$ cat src/rtl/vga_timing_pkg.sv
// Default 640x480@60 timing constants plus helpers shared by the raster generator.
package vga_timing_pkg;

  localparam int unsigned VGA_H_DISP  = 640;
  localparam int unsigned VGA_H_FRONT = 16;
  localparam int unsigned VGA_H_PULSE = 96;
  localparam int unsigned VGA_H_BACK  = 48;
  localparam int unsigned VGA_V_DISP  = 480;
  localparam int unsigned VGA_V_FRONT = 10;
  localparam int unsigned VGA_V_PULSE = 2;
  localparam int unsigned VGA_V_BACK  = 33;

  function automatic int unsigned axis_total(int unsigned disp, int unsigned front,
                                             int unsigned pulse, int unsigned back);
    return disp + front + pulse + back;
  endfunction

  function automatic int unsigned sync_start(int unsigned disp, int unsigned front);
    return disp + front;
  endfunction

  function automatic int unsigned sync_end(int unsigned disp, int unsigned front,
                                           int unsigned pulse);
    return disp + front + pulse - 1;
  endfunction

  // True when a w-bit unsigned counter can represent every value below limit.
  function automatic bit width_fits(int unsigned w, int unsigned limit);
    return (64'd1 << w) >= 64'(limit);
  endfunction

endpackage

$ cat src/rtl/vga_axis_counter.sv
// Single raster axis counter: counts 0..TOTAL-1 on inc, parks at TOTAL-1 in reset.
// wrap flags the terminal count so the caller can chain the next axis.
module vga_axis_counter #(
  parameter int unsigned TOTAL = 800,
  parameter int unsigned CNT_W = 11
) (
  input  logic             clk,
  input  logic             reset,
  input  logic             inc,
  output logic [CNT_W-1:0] cnt,
  output logic             wrap
);

  localparam logic [CNT_W-1:0] LAST = CNT_W'(TOTAL - 1);

  assign wrap = (cnt == LAST);

  always_ff @(posedge clk) begin
    if (!reset) begin
      cnt <= LAST;
    end else if (inc) begin
      cnt <= wrap ? '0 : cnt + 1'b1;
    end
  end

endmodule

$ cat src/rtl/vga_timing_gen.sv
// Parametrised raster timing generator; all outputs registered and aligned to (hpos,vpos).
// Optional linear pixel address counter enabled by VGA_TIMING_PIXEL_ADDR_EN.
module vga_timing_gen
  import vga_timing_pkg::*;
#(
  parameter int unsigned H_DISP     = VGA_H_DISP,
  parameter int unsigned H_FRONT    = VGA_H_FRONT,
  parameter int unsigned H_PULSE    = VGA_H_PULSE,
  parameter int unsigned H_BACK     = VGA_H_BACK,
  parameter int unsigned V_DISP     = VGA_V_DISP,
  parameter int unsigned V_FRONT    = VGA_V_FRONT,
  parameter int unsigned V_PULSE    = VGA_V_PULSE,
  parameter int unsigned V_BACK     = VGA_V_BACK,
  parameter bit          H_SYNC_POL = 1'b0,
  parameter bit          V_SYNC_POL = 1'b0,
  parameter int unsigned CNT_W      = 11,
  parameter int unsigned ADDR_W     = 19
) (
  input  logic              clk,
  input  logic              reset,
  input  logic              enable,
  output logic              hsync,
  output logic              vsync,
  output logic [CNT_W-1:0]  hpos,
  output logic [CNT_W-1:0]  vpos,
  output logic              de,
  output logic              line_start,
  output logic              frame_start
`ifdef VGA_TIMING_PIXEL_ADDR_EN
  ,
  output logic [ADDR_W-1:0] pixel_addr
`endif
);

  localparam int unsigned H_TOTAL   = axis_total(H_DISP, H_FRONT, H_PULSE, H_BACK);
  localparam int unsigned V_TOTAL   = axis_total(V_DISP, V_FRONT, V_PULSE, V_BACK);
  localparam int unsigned MAX_TOTAL = (H_TOTAL > V_TOTAL) ? H_TOTAL : V_TOTAL;

  localparam logic [CNT_W-1:0] HS_START = CNT_W'(sync_start(H_DISP, H_FRONT));
  localparam logic [CNT_W-1:0] HS_END   = CNT_W'(sync_end(H_DISP, H_FRONT, H_PULSE));
  localparam logic [CNT_W-1:0] VS_START = CNT_W'(sync_start(V_DISP, V_FRONT));
  localparam logic [CNT_W-1:0] VS_END   = CNT_W'(sync_end(V_DISP, V_FRONT, V_PULSE));
  localparam logic [CNT_W-1:0] H_ACT    = CNT_W'(H_DISP);
  localparam logic [CNT_W-1:0] V_ACT    = CNT_W'(V_DISP);

  if (!width_fits(CNT_W, MAX_TOTAL)) begin : g_cnt_w_check
    $error("CNT_W too narrow for H_TOTAL/V_TOTAL");
  end
  if (!width_fits(ADDR_W, H_DISP * V_DISP)) begin : g_addr_w_check
    $error("ADDR_W too narrow for H_DISP*V_DISP-1");
  end

  logic             h_wrap;
  logic             v_wrap;
  logic [CNT_W-1:0] h_nxt;
  logic [CNT_W-1:0] v_nxt;

  vga_axis_counter #(.TOTAL(H_TOTAL), .CNT_W(CNT_W)) u_h_cnt (
    .clk   (clk),
    .reset (reset),
    .inc   (enable),
    .cnt   (hpos),
    .wrap  (h_wrap)
  );

  vga_axis_counter #(.TOTAL(V_TOTAL), .CNT_W(CNT_W)) u_v_cnt (
    .clk   (clk),
    .reset (reset),
    .inc   (enable & h_wrap),
    .cnt   (vpos),
    .wrap  (v_wrap)
  );

  // Decode from the position the counters move to, so flags land with it.
  assign h_nxt = h_wrap ? '0 : hpos + 1'b1;
  assign v_nxt = h_wrap ? (v_wrap ? '0 : vpos + 1'b1) : vpos;

  always_ff @(posedge clk) begin
    if (!reset) begin
      hsync       <= ~H_SYNC_POL;
      vsync       <= ~V_SYNC_POL;
      de          <= 1'b0;
      line_start  <= 1'b0;
      frame_start <= 1'b0;
    end else if (enable) begin
      hsync       <= (h_nxt >= HS_START && h_nxt <= HS_END) ? H_SYNC_POL : ~H_SYNC_POL;
      vsync       <= (v_nxt >= VS_START && v_nxt <= VS_END) ? V_SYNC_POL : ~V_SYNC_POL;
      de          <= (h_nxt < H_ACT) && (v_nxt < V_ACT);
      line_start  <= h_wrap;
      frame_start <= h_wrap & v_wrap;
    end else begin
      line_start  <= 1'b0;
      frame_start <= 1'b0;
    end
  end

`ifdef VGA_TIMING_PIXEL_ADDR_EN
  // Advances when leaving an active pixel, so it already points at the next one in blanking.
  always_ff @(posedge clk) begin
    if (!reset) begin
      pixel_addr <= '0;
    end else if (enable) begin
      if (h_wrap && v_wrap) begin
        pixel_addr <= '0;
      end else if (de) begin
        pixel_addr <= pixel_addr + 1'b1;
      end
    end
  end
`else
  // Without the address counter downstream logic derives addresses from hpos/vpos.
`endif

endmodule
$ cat config.mk
export PLATFORM = sky130hd
export DESIGN_NAME = vga_timing_gen
export DESIGN_NICKNAME = d
export VERILOG_FILES = /design/src/rtl/vga_timing_pkg.sv /design/src/rtl/vga_axis_counter.sv /design/src/rtl/vga_timing_gen.sv
export SDC_FILE = /design/constraint.sdc
export NUM_CORES = 1
export LEC_CHECK = 0
export CAP_MARGIN = 20
export CORE_UTILIZATION = 53
export CTS_CLUSTER_SIZE = 20
export DETAILED_ROUTE_END_ITERATION = 6
export GPL_TIMING_DRIVEN = 0
export PLACE_DENSITY = 0.76
export SYNTH_ARGS = -nofsm -noshare
export SYNTH_HDL_FRONTEND = slang
export SYNTH_SLANG_ARGS = --single-unit
$ cat constraint.sdc
create_clock -name clk -period 2.3 [get_ports clk]
set_input_delay 0.345 -clock clk [delete_from_list [all_inputs] [get_ports clk]]
set_output_delay 0.345 -clock clk [all_outputs]
set_load 0.01 [all_outputs]
==> impl_metrics.py <==
metrics = {
    "critical_path": {
        "max_stage_delay_ps": 540,
        "r2r_end": "vsync",
        "r2r_start": "u_v_cnt.cnt[6]",
        "critPathKind": "reg2reg",
        "cp_cell_sequence": "buf_6 -> or4_4 -> nor4_4 -> o311ai_2 -> a2111oi_2 -> a21oi_1",
        "slowest_stage": "or4_4",
        "r2r_cells": 6,
        "end_kind": "flip-flop",
        "worstSetupStartpointType": "flip-flop",
        "critPathRequiredTime_ps": 2510,
        "worst-r2r-setup-slack_ps": 60,
        "crit_fanout": 9,
        "crit_arrival_ps": 2450,
    },
    "cells_and_area": {
        "regArea_um2": 551,
        "multi_input_area_um2": 1120,
        "final_cells": 299,
        "antenna_cells": 0,
        "fillers": 269,
        "drive_gt1_frac": 0.169,
        "area_growth_pct": 26.0,
        "final_nets": 263,
    },
    "power": {
        "p_int_mw": 0.810,
        "p_leak_nw": 0.804,
        "p_per_area_nw_per_um2": 568,
        "combPwrFrac": 0.400,
        "ir_drop_v": 0.000325,
        "seqPwrFrac": 0.431,
        "p_switching_mw": 0.449,
        "p_total_mw": 1.26,
        "p_sw_frac": 0.357,
        "p_clk_frac": 0.169,
    },
    "drt": {
        "drt_wl_total_um": 4380,
        "via_count": 1748,
        "wl_per_cell_um": 14.7,
        "drc": 0,
        "drt_iter0_markers": 73,
        "via_per_inst": 5.85,
        "firstDrtPassIters": 4,
        "ant_nets": 0,
    },
    "synthesis": {
        "synth_top_family_by_area": "simple AND/OR/NAND/NOR gates",
        "postSynthCellCount": 216,
        "synth_edf_count": 0,
        "ys.flop_type": "dfxtp_1",
        "ys_seq_area_frac": 0.307,
        "synthSimpleGateAreaFrac": 0.336,
        "synthXorXnorAreaFrac": 0.0597,
        "yosysUniqueCellTypes": 54,
        "synth_mux_area_frac": 0.00569,
        "yosys_warnings": 0,
        "synth-seq-cells": 27,
        "syn-num-nets": 223,
        "syn_area_um2": 1760,
        "synthAdderAreaFrac": 0.0284,
        "synthArstFlopShare": 0,
        "synth_compound_area_frac": 0.193,
        "synth_area_per_cell_um2": 8.14,
    },
    "die": {
        "fp.dieW_um": 59.6,
        "start_util": 0.567,
        "die_area_um2": 3550,
        "rows": 20,
        "fp.dieH_um": 59.6,
        "coreArea_um2": 3100,
        "io_pins": 30,
    },
    "cts": {
        "clk_latency_ps": 330,
        "clk_root_buffer_cell": "clkbuf_4",
        "tritoncts": "done",
        "clockBufferDepth": 2,
        "cts.sinks": 27,
        "holdBufCountCts": 0,
        "numCtsBuffers": 3,
        "htreeDepth": 1,
        "clk_pin_slew_ps": 150,
    },
    "sta": {
        "tightest_slew_ps": 439,
        "setup_viol": 0,
        "max_freq_ghz": 0.446,
        "finClkSkew_ps": 8.48,
        "hold_viol": 0,
        "min_period_over_period": 0.975,
        "period_minus_slack_ps": 2240,
        "slew_violations": 0,
        "relSlewSlack": 0.707,
    },
    "grt": {
        "grt_max_degree": 15,
        "grt_pass1_wl_um": 7130,
        "grt_overflow": 0,
        "grt_usage": 0.264,
        "antenna_found_initial": 0,
        "first_global_vias": 1503,
        "grt-busiest-layer": "met2",
        "grtUsageMet3": 0.0262,
        "grt_use_met1": 0.394,
        "met2_usage": 0.401,
    },
    "worst_hold_path": {
        "holdPathStages": 1,
        "min_path_type": "reg2reg",
        "holdPathEnd": "de",
        "hold_start": "de",
    },
    "place": {
        "dp_hpwl_um": 3030,
        "portBuffers": 29,
        "gp_congestion": 0.884,
        "placed_cells": 289,
    },
    "outcome": {
        "status": "finished, final reports clean",
    },
    "flow_run": {
        "drv_cap": 0,
    },
}
==> sequential cells by signal, indices dropped and copies added, names as in the netlist <==
name,cells
de,1
frame_start,1
hsync,1
line_start,1
u_h_cnt.cnt,11
u_v_cnt.cnt,11
vsync,1
==> what timing repair did <==
| action | in CTS | in global routing |
|---|---|---|
| setup buffers | 5 | 3 |
| resized for setup | 3 | 12 |
| endpoints found under the setup margin | 3 | 8 |
| pin swaps | 0 | 1 |
==> metal layers <==
layer | vias to the layer above | share of wire | routed length, um
li1 | 871 | - | -
met1 | 809 | 0.48 | 2110
met2 | 63 | 0.45 | 1960
met3 | 5 | 0.063 | 274
met4 | 0 | 0.0096 | 42
met5 | - | 0 | 0
==> synth_stat cells, types with 5 or more instances <==
| master | count | area, um2 |
|---|---|---|
| dfxtp_1 | 27 | 541 |
| nand2_1 | 25 | 93.8 |
| o21ai_0 | 14 | 70.1 |
| a21oi_1 | 11 | 55.1 |
| nand3_1 | 10 | 50.1 |
| clkbuf_1 | 9 | 33.8 |
| nand4_1 | 8 | 50.1 |
| buf_2 | 7 | 35.0 |
| nor2_1 | 7 | 26.3 |
| xnor2_1 | 7 | 61.3 |
| and2_1 | 6 | 37.5 |
| nor2b_1 | 6 | 37.5 |
| inv_1 | 5 | 18.8 |
| nor3_1 | 5 | 25.0 |
| xor2_1 | 5 | 43.8 |
==> through the flow <==
step	instance area [um2]	hold slack [ps]	TNS (ps)	utilization	setup slack, ps
after floorplan	1760	540	0	-	152
after detailed placement	2100	510	-155	0.678	-136
after CTS	2170	544	0	0.700	17.7
after global placement	2100	497	-108	0.678	-108
final	2220	546	0	0.715	58.6
after global routing	2220	578	-27.7	0.715	-27.7
==> logic make-up (layout without fill, tap and decap cells) <==
family,count (synthesis),count (layout)
AND/OR/NAND/NOR,97,97
AO/OA/AOI/OAI,50,50
flip-flops,27,27
buffers and inverters,25,64
XOR/XNOR,12,12
adder cells (fa/ha/maj),4,4
multiplexers,1,1
==> area by class of cell <==
class,count,area share
Tap cell,44,0.0248
Sequential cell,27,0.248
Buffer,18,0.0451
Multi-Input combinational cell,164,0.503
Clock buffer,4,0.0119
Inverter,5,0.00846
Timing Repair Buffer,37,0.158
==> worst max path at each step <==
stage	startpoint	to	slack [ps]	cells after the start
3_3_place_gp	u_h_cnt.cnt[1]	vsync	-110	8
4_1_cts	u_h_cnt.cnt[0]	u_v_cnt.cnt[10]	20	8
6_report	u_v_cnt.cnt[6]	vsync	60	6
5_1_grt	u_v_cnt.cnt[6]	vsync	-30	6
2_1_floorplan	u_h_cnt.cnt[1]	vsync	150	8
3_5_place_dp	u_h_cnt.cnt[0]	vsync	-140	8
==> cell usage in the layout (no fill, tap or decap), types with 3 or more instances in the layout <==
| cell type | Yosys | final |
|---|---|---|
| and2_1 | 6 | 6 |
| nor2b_1 | 6 | 6 |
| nand4_1 | 8 | 8 |
| a31oi_1 | 3 | 3 |
| a21boi_0 | 4 | 4 |
| clkbuf_4 | 0 | 4 |
| buf_2 | 7 | 6 |
| clkdlybuf4s50_1 | 0 | 29 |
| nor3_1 | 5 | 5 |
| and3_1 | 4 | 4 |
| nand2_1 | 25 | 25 |
| dfxtp_1 | 27 | 23 |
| a21oi_1 | 11 | 11 |
| ha_1 | 4 | 3 |
| xnor2_1 | 7 | 7 |
| nand3_1 | 10 | 10 |
| and4_1 | 3 | 3 |
| o21ai_0 | 14 | 14 |
| buf_4 | 3 | 11 |
| nor2_1 | 7 | 7 |
| xor2_1 | 5 | 5 |
| inv_1 | 5 | 5 |
| clkbuf_1 | 9 | 6 |
==> critical path, delay by kind of cell (launching register included) <==
kind	cells	cell delay [ps]
AO/OA/AOI/OAI	3	650
AND/OR/NAND/NOR	2	970
flip-flops	1	350
buffers and inverters	1	140
==> power groups by stage <==
stage	clock network, mW	logic [mW]	registers [mW]
floorplan	0	0.277	0.559
CTS	0.219	0.452	0.543
global placement	0	0.414	0.549
detailed placement	0	0.419	0.552
finish	0.213	0.503	0.543
global route	0.233	0.545	0.549
Power figures use the tool's default switching activity.
